$ cat config.mk
export PLATFORM = sky130hd
export DESIGN_NAME = layer_input_feeder_flat
export DESIGN_NICKNAME = d
export VERILOG_FILES = /design/src/rtl/nn_pkg.sv /design/src/rtl/layer_input_feeder_if.sv /design/src/rtl/hold_timer.sv /design/src/rtl/layer_input_feeder.sv /design/src/flat_wrapper.sv
export SDC_FILE = /design/constraint.sdc
export NUM_CORES = 1
export LEC_CHECK = 0
export BUFFER_PORTS_ARGS = -buffer_cell sky130_fd_sc_hd__buf_4
export CORE_MARGIN = 2
export CORE_UTILIZATION = 50
export DETAILED_ROUTE_END_ITERATION = 6
export PLACE_DENSITY = 0.75
export SYNTH_ARGS = -nofsm -noshare
export SYNTH_HDL_FRONTEND = slang
export SYNTH_SLANG_ARGS = --single-unit
$ cat constraint.sdc
create_clock -name clk -period 4.21 [get_ports clk]
set_clock_uncertainty 0.1 [all_clocks]
set_input_delay 0.842 -clock clk [delete_from_list [all_inputs] [get_ports clk]]
set_output_delay 0.842 -clock clk [all_outputs]
set_load 0.1 [all_outputs]
$ cat src/rtl/nn_pkg.sv
// Shared definitions for the layer input feeder: default geometry, hold time
// and the fill-state encoding.
package nn_pkg;

    localparam int N_IN_DEF     = 15;
    localparam int DATA_W_DEF   = 32;
    localparam int HOLD_CYC_DEF = 2;

    typedef enum logic {
        FILL = 1'b0,
        LAST = 1'b1
    } feed_state_t;

    // Counter width that can represent 0..n-1, never narrower than one bit.
    function automatic int width_of(input int n);
        return (n <= 2) ? 1 : $clog2(n);
    endfunction

endpackage

$ cat src/rtl/layer_input_feeder_if.sv
// Serial-in / parallel-out bus of the layer input feeder. master is the
// activation source (and frame consumer), slave is the feeder itself.
interface layer_input_feeder_if
    import nn_pkg::*;
#(
    parameter int N_IN   = N_IN_DEF,
    parameter int DATA_W = DATA_W_DEF
);

    logic [DATA_W-1:0]      s_data;
    logic                   s_valid;
    logic                   s_ready;
    logic                   s_last;
    logic [N_IN*DATA_W-1:0] a_out;
    logic                   a_valid;
    logic                   frame_err;

    modport master (
        output s_data,
        output s_valid,
        output s_last,
        input  s_ready,
        input  a_out,
        input  a_valid,
        input  frame_err
    );

    modport slave (
        input  s_data,
        input  s_valid,
        input  s_last,
        output s_ready,
        output a_out,
        output a_valid,
        output frame_err
    );

endinterface

$ cat src/rtl/hold_timer.sv
// Load / decrement-to-zero counter; zero is high whenever the count is 0.
module hold_timer
    import nn_pkg::*;
#(
    parameter int HOLD_CYC = HOLD_CYC_DEF
) (
    input  logic clk,
    input  logic reset,
    input  logic load,
    output logic zero
);

    localparam int CNT_W = width_of(HOLD_CYC + 1);

    logic [CNT_W-1:0] cnt_reg;

    always_ff @(posedge clk) begin
        if (!reset) begin
            cnt_reg <= '0;
        end else if (load) begin
            cnt_reg <= CNT_W'(HOLD_CYC);
        end else if (cnt_reg != '0) begin
            cnt_reg <= cnt_reg - 1'b1;
        end
    end

    assign zero = (cnt_reg == '0);

endmodule

$ cat src/rtl/layer_input_feeder.sv
// Collects N_IN serial activation words into a shadow buffer and publishes them
// as one parallel frame; optional s_last framing check under LAYER_FEEDER_LAST_CHECK_EN.
module layer_input_feeder
    import nn_pkg::*;
#(
    parameter int N_IN     = N_IN_DEF,
    parameter int DATA_W   = DATA_W_DEF,
    parameter int HOLD_CYC = HOLD_CYC_DEF
) (
    input  logic                 clk,
    input  logic                 reset,
    layer_input_feeder_if.slave  bus
);

    localparam int IDX_W = width_of(N_IN);
    localparam logic [IDX_W-1:0] IDX_PRE_LAST = IDX_W'(N_IN - 2);

    feed_state_t            state_reg;
    logic [IDX_W-1:0]       idx_reg;
    logic [DATA_W-1:0]      shadow_reg [N_IN-1];
    logic [N_IN*DATA_W-1:0] a_out_reg;
    logic                   a_valid_reg;
    logic                   frame_err_reg;

    logic                   xfer;
    logic                   at_last;
    logic                   len_err;
    logic                   frame_done;
    logic                   shadow_wr;
    logic                   hold_zero;
    logic [N_IN*DATA_W-1:0] a_load;

    assign at_last = (state_reg == LAST);
    assign xfer    = bus.s_valid && bus.s_ready;

`ifdef LAYER_FEEDER_LAST_CHECK_EN
    // Only transferred words are judged; s_last on idle cycles is don't-care.
    assign len_err = xfer && (bus.s_last != at_last);
`else
    logic unused_last;
    assign unused_last = bus.s_last;
    assign len_err     = 1'b0;
`endif

    assign frame_done = xfer && at_last && !len_err;
    assign shadow_wr  = xfer && !at_last && !len_err;

    // The final element bypasses the shadow and goes straight into a_out.
    always_comb begin
        a_load = '0;
        for (int i = 0; i < N_IN - 1; i++) begin
            a_load[i*DATA_W +: DATA_W] = shadow_reg[i];
        end
        a_load[(N_IN-1)*DATA_W +: DATA_W] = bus.s_data;
    end

    always_ff @(posedge clk) begin
        if (!reset) begin
            for (int i = 0; i < N_IN - 1; i++) begin
                shadow_reg[i] <= '0;
            end
        end else if (shadow_wr) begin
            shadow_reg[idx_reg] <= bus.s_data;
        end
    end

    always_ff @(posedge clk) begin
        if (!reset) begin
            state_reg     <= FILL;
            idx_reg       <= '0;
            a_out_reg     <= '0;
            a_valid_reg   <= 1'b0;
            frame_err_reg <= 1'b0;
        end else begin
            a_valid_reg   <= frame_done;
            frame_err_reg <= len_err;
            if (frame_done) begin
                a_out_reg <= a_load;
            end
            if (len_err) begin
                state_reg <= FILL;
                idx_reg   <= '0;
            end else if (xfer) begin
                case (state_reg)
                    FILL: begin
                        idx_reg <= idx_reg + 1'b1;
                        if (idx_reg == IDX_PRE_LAST) begin
                            state_reg <= LAST;
                        end
                    end
                    LAST: begin
                        idx_reg   <= '0;
                        state_reg <= FILL;
                    end
                    default: begin
                        idx_reg   <= '0;
                        state_reg <= FILL;
                    end
                endcase
            end
        end
    end

    hold_timer #(
        .HOLD_CYC (HOLD_CYC)
    ) u_hold_timer (
        .clk   (clk),
        .reset (reset),
        .load  (frame_done),
        .zero  (hold_zero)
    );

    // Early elements keep streaming during hold; only the frame-completing word waits.
    assign bus.s_ready   = !at_last || hold_zero;
    assign bus.a_out     = a_out_reg;
    assign bus.a_valid   = a_valid_reg;
    assign bus.frame_err = frame_err_reg;

endmodule
$ cat src/flat_wrapper.sv
// flat-port wrapper written by rule: the top's interface ports become plain ports
module layer_input_feeder_flat import nn_pkg::*;
#(
    parameter int N_IN     = N_IN_DEF,
    parameter int DATA_W   = DATA_W_DEF,
    parameter int HOLD_CYC = HOLD_CYC_DEF
)
  (clk, reset, bus_s_data, bus_s_valid, bus_s_last, bus_s_ready, bus_a_out, bus_a_valid, bus_frame_err);
  layer_input_feeder_if #(.N_IN(N_IN), .DATA_W(DATA_W)) bus_i ();
  input  logic clk;
  input  logic reset;
  input wire logic [$bits(bus_i.s_data)-1:0] bus_s_data;
  input wire logic [$bits(bus_i.s_valid)-1:0] bus_s_valid;
  input wire logic [$bits(bus_i.s_last)-1:0] bus_s_last;
  output wire logic [$bits(bus_i.s_ready)-1:0] bus_s_ready;
  output wire logic [$bits(bus_i.a_out)-1:0] bus_a_out;
  output wire logic [$bits(bus_i.a_valid)-1:0] bus_a_valid;
  output wire logic [$bits(bus_i.frame_err)-1:0] bus_frame_err;
  assign bus_i.s_data = bus_s_data;
  assign bus_i.s_valid = bus_s_valid;
  assign bus_i.s_last = bus_s_last;
  assign bus_s_ready = bus_i.s_ready;
  assign bus_a_out = bus_i.a_out;
  assign bus_a_valid = bus_i.a_valid;
  assign bus_frame_err = bus_i.frame_err;
  layer_input_feeder #(.N_IN(N_IN), .DATA_W(DATA_W), .HOLD_CYC(HOLD_CYC)) u_core (.clk(clk), .reset(reset), .bus(bus_i));
endmodule
== After elaboration in Yosys (flattened, before gate mapping) ==
Memories as Yosys holds them, arrays and structs flattened. A register that Yosys moved wholly into a read port is not among the register bits.
Index checks and enable logic that the tools add are counted.
Widths: inputs -> output; s select.

* Bitwise logic cells: 2
* Muxes and demuxes: 12
* Add/subtract/negate cells: 2
* Reductions and logical operators: 24
* Eq/ne operators: 1

{| class="wikitable"
|+ Operators by type and width
! operator !! number
|-
| $mux 32 || 1
|-
| $reduce_or 32->1 || 1
|-
| $logic_not 1->1 || 15
|-
| $pmux 4 s2 || 1
|-
| $mux 1 || 6
|-
| $add 4x1->4 const B || 1
|-
| $eq 4x4->1 const B || 1
|-
| $mux 2 || 2
|-
| $mux 4 || 1
|-
| $reduce_bool 2->1 || 2
|-
| $logic_and 1x1->1 || 3
|-
| $logic_not 2->1 || 1
|-
| $not 1->1 || 2
|-
| $pmux 1 s2 || 1
|-
| $reduce_or 2->1 || 1
|-
| $sub 2x1->2 const B || 1
|-
| $logic_or 1x1->1 || 1
|}

* Bits in writable memories: 448
* Memories: 1
* Output and inout bits: 483
* Logic and storage cells: 48
* Bits in registers: 488
* Bits of input ports: 36

{| class="wikitable"
|+ Memory list
! memory !! depth !! bits a word !! rd ports !! clocked after memory_dff !! wr ports !! RTL line !! text
|-
| u_core.shadow_reg || 14 || 32 || 14 || 14 || 14 || layer_input_feeder.sv:20 || <nowiki>logic [DATA_W-1:0] shadow_reg [N_IN-1];</nowiki>
|}

== Depth between registers and ports, before layout ==
* Depth after elaboration: 9
* Mapped depth: 7

== Hierarchy ==
Synthesis repeated with hierarchy kept, for this count alone.

* Cells, all modules: 3136
* Area, all modules: 33508.4 sq um

{| class="wikitable"
|+ By module, submodules not included
! module !! cells an instance !! sequential area each (sq um) !! area each (sq um) !! times used
|-
| layer_input_feeder || 3130 || 23182.2 || 33440.8 || 1
|-
| hold_timer || 6 || 40.0 || 67.6 || 1
|}

== Worst setup path after synthesis ==
No wires, ideal clock.

* Kind: in2reg
* Start point: input reset
* End point: memory u_core.shadow_reg[12][0] (netlist name), enable pin
* Data arrival time: 3.446 ns
* Data required time: 3.644 ns
* Cell stages on the path: 3
* Buffers on the path: 1
* Setup slack: 0.199 ns
* Cells stage by stage: buf_2 -> nand4_1 -> o21ai_0

{| class="wikitable"
|+ RTL lines
! what !! RTL line !! text
|-
| start, declared || flat_wrapper.sv:11 || <nowiki>input logic reset;</nowiki>
|-
| end, declared || layer_input_feeder.sv:20 ||
|}

== Worst setup path after layout ==
* Start point: register u_core.state_reg (netlist: u_core.at_last)
* End point: output bus_s_ready

* Word-level cells in the longest chain between the ends: 2

{| class="wikitable"
|+ Ends and longest elaborated chain
! what !! RTL line !! text
|-
| start, declared || layer_input_feeder.sv:18 || <nowiki>feed_state_t state_reg;</nowiki>
|-
| start signal, assigned || layer_input_feeder.sv:69 || <nowiki>state_reg <= FILL;</nowiki>
|-
| start signal, assigned || layer_input_feeder.sv:81 || <nowiki>state_reg <= FILL;</nowiki>
|-
| start signal, assigned || layer_input_feeder.sv:88 || <nowiki>state_reg <= LAST;</nowiki>
|-
| $logic_not 1->1 || layer_input_feeder.sv:114 || <nowiki>assign bus.s_ready = !at_last || hold_zero;</nowiki>
|-
| $logic_or 1x1->1 || layer_input_feeder.sv:114 ||
|-
| end, declared || flat_wrapper.sv:15 || <nowiki>output wire logic [$bits(bus_i.s_ready)-1:0] bus_s_ready;</nowiki>
|}

Every way passes these cells.

==> reports/results.txt <==
Sink Count - 936
Gate Count Post-Synth - 2,119
total wire length - 89,150 um
Synth Area in Adders - 0.1589%
Syn Area/Cell - 14.87 um^2
CTS tree - yes
Placeable Area - 62,620 um^2
worst r2r src - u_core.at_last
Worst setup EP type - output pin
number of port buffers - 516
Horiz. Die Dim - 255.0 um
Worst path max stage delay - 0.67 ns
status - finished, final reports clean
Synthesis Warnings - 0
HP Class - register to register
Post-synth EDFFs - 448
cts hold-fix bufs - 0
hold path cells - 1
Setup TNS Final - 0 ns
endpoints failing setup - 0
initial antenna violation count - 20
num rows - 92
H-tree levels - 3
vias per cell - 5.586
crit path cell chain - o21ai_0, buf_4
synthesized cell area - 31,500 um^2
Initial Utilization - 50.30%
count leader, synth - dfxtp_1
worst-path maximum fanout - 14
Commonest cells post-synth - dfxtp_1, a22o_1, and2_1, edfxtp_1, buf_2
Max-cap violations - 0
Simple-Gate Fraction of Synth Area - 9.807%
FF+latch area - 23,220 um^2
Startpoint Class - register
Detail Placement HPWL - 52,590 um
Reg2Reg Setup Slack - 1.71 ns
die height - 255.0 um
Iteration-0 DRC Markers - 1,675
fin nets - 2,618
XOR/XNOR Fraction of Synth Area - 0%
Synth area leader - edfxtp_1
share of the synthesized area in the top cell type - 42.71%
Setup Buffers After CTS - 0
Place WS - 0.9243 ns
post-synthesis async set-or-reset flop share - 0%
Die ar. - 65,020 um^2
antenna-violating nets left - 0
IO Pins - 519
leak pwr - 16.16 nW
RR Endpoint - u_core.shadow_reg[13][24]
post-DR wirelength/cell - 25.41 um
Worst path slowest cell - dfxtp_1
Seq/Total Area, Yosys - 73.72%
WS Path Type - register to output pin
compound-gate portion of the synthesized area - 13.64%
drt pass-1 iters - 5
Critical Path AT - 1.97 ns
first-pass GRT wire length - 125,900 um
Worst slew margin - 30.07%
TritonCTS Buffers - 91
Synth cell types - 33
Worst VDD drop - 296.8 uV
sink of the worst hold path - u_core.bus.a_out[69]
Hold Startpoint - u_core.shadow_reg[2][5]
clock root buffer - clkbuf_16
number of flip-flops in the largest register - 480
critical path required time - 3.27 ns
Tot GR Track Use - 26.79%
DRC errors left - 0
clock latency on the worst-skew pair - 0.65 ns
Slew Limit Fails - 0
Synth area leaders - edfxtp_1, dfxtp_1, a22o_1
fmax - 343.7 MHz
Worst R2R Path Depth - 3
share of post-route cells with drive strength above 1 - 26.90%
Tcrit/Tclk final - 69.12%
overall power - 18.39 mW
RSZ-0062 raised after global routing - no
final hold vios - 0
main combinational cell family by area after synthesis - compound AO/OA/AOI/OAI gates
worst setup margin - 1.300 ns
grt total ovfl - 0
cell area power density - 469.9 nW/um^2
CTS resizes - 0
fill count - 4,629
gpl congestion - 0.8083
Layout Cells excl Fill - 3,509
largest net degree at the start of global routing - 204
Top FF cell, synth - dfxtp_1
syn_nets - 2,159
footprint of the multi-input gates - 7530 um^2
Min Clock Period, post-route - 2.910 ns
multiplexer share of the synthesized area - 0%
Worst-path clk slew - 0.06 ns
Layout area overhead - 24.22%
dpl cells - 3,331
clock tree buffer depth - 3
vias in the first global route - 19,030
Seq cells post-synth - 936
Worst Tran Pin Value - 1.049 ns
Vias - 19,600
[worst max-delay path by stage]
stage	from	to	depth (start not counted)
6_report	u_core.at_last	bus_s_ready	2
4_1_cts	u_core.at_last	bus_s_ready	2
2_1_floorplan	reset	u_core.shadow_reg[12][0]	3
3_3_place_gp	reset	u_core.bus.a_out[237]	6
5_1_grt	u_core.at_last	bus_s_ready	2
3_5_place_dp	reset	u_core.bus.a_out[239]	6
[worst max-delay path: cells and delay by family, from the launching register on]
family	cells	cell delay, ns
flip-flops	1	0.67
AO/OA/AOI/OAI	1	0.32
buffers and inverters	1	0.32
[cell families (layout without fill, tap and decap cells)]
| group | Yosys count | in the layout |
|---|---|---|
| fa+ha+maj | 4 | 4 |
| other cells | 1 | 10 |
| buf+inv | 190 | 725 |
| simple gates | 495 | 495 |
| compound gates | 493 | 493 |
| flops | 936 | 936 |
[per-stage QoR]
step / hold slack [ns] / instance area, um^2 / utilization [%]
2_1_floorplan: 0.3355 / 31500 / -
3_3_place_gp: 0.3379 / 36090 / 57.63
3_5_place_dp: 0.3399 / 36090 / 57.63
4_1_cts: 0.3436 / 39110 / 62.45
5_1_grt: 0.3651 / 39110 / 62.45
6_report: 0.3469 / 39130 / 62.49
[report_power, final]
group | switching [mW] | total (mW) | internal, mW
Clock | 3.44 | 8.16 | 4.73
Sequential | 0.0575 | 9.76 | 9.71
Combinational | 0.395 | 0.460 | 0.0646
[cell usage in the layout (no fill, tap or decap), types with 10 or more instances in the layout]
cell type    n
and3_1      10
clkinv_2    18
clkbuf_8    16
dfxtp_1    488
buf_4      544
nand2b_1    10
clkbuf_1    19
and2_1     448
clkbuf_16   93
edfxtp_1   448
a22o_1     480
[metal layers]
metal	share of wire, %	wire length [um]	track usage, %
met1	39	34570	34.17
met2	48	43020	43.66
met3	8.7	7761	5.705
met4	4.2	3784	13.08
met5	0.015	13	0
[layout make-up]
| type | count | area share, % |
|---|---|---|
| Timing Repair Buffer | 553 | 10.90 |
| Tap cell | 846 | 2.705 |
| Inverter | 3 | 0.02878 |
| Antenna cell | 9 | 0.05756 |
| Clock inverter | 41 | 1.026 |
| Sequential cell | 936 | 59.35 |
| Multi-Input combinational cell | 993 | 19.24 |
| Clock buffer | 128 | 6.693 |
No activity file was read; power rests on OpenSTA's default activity.
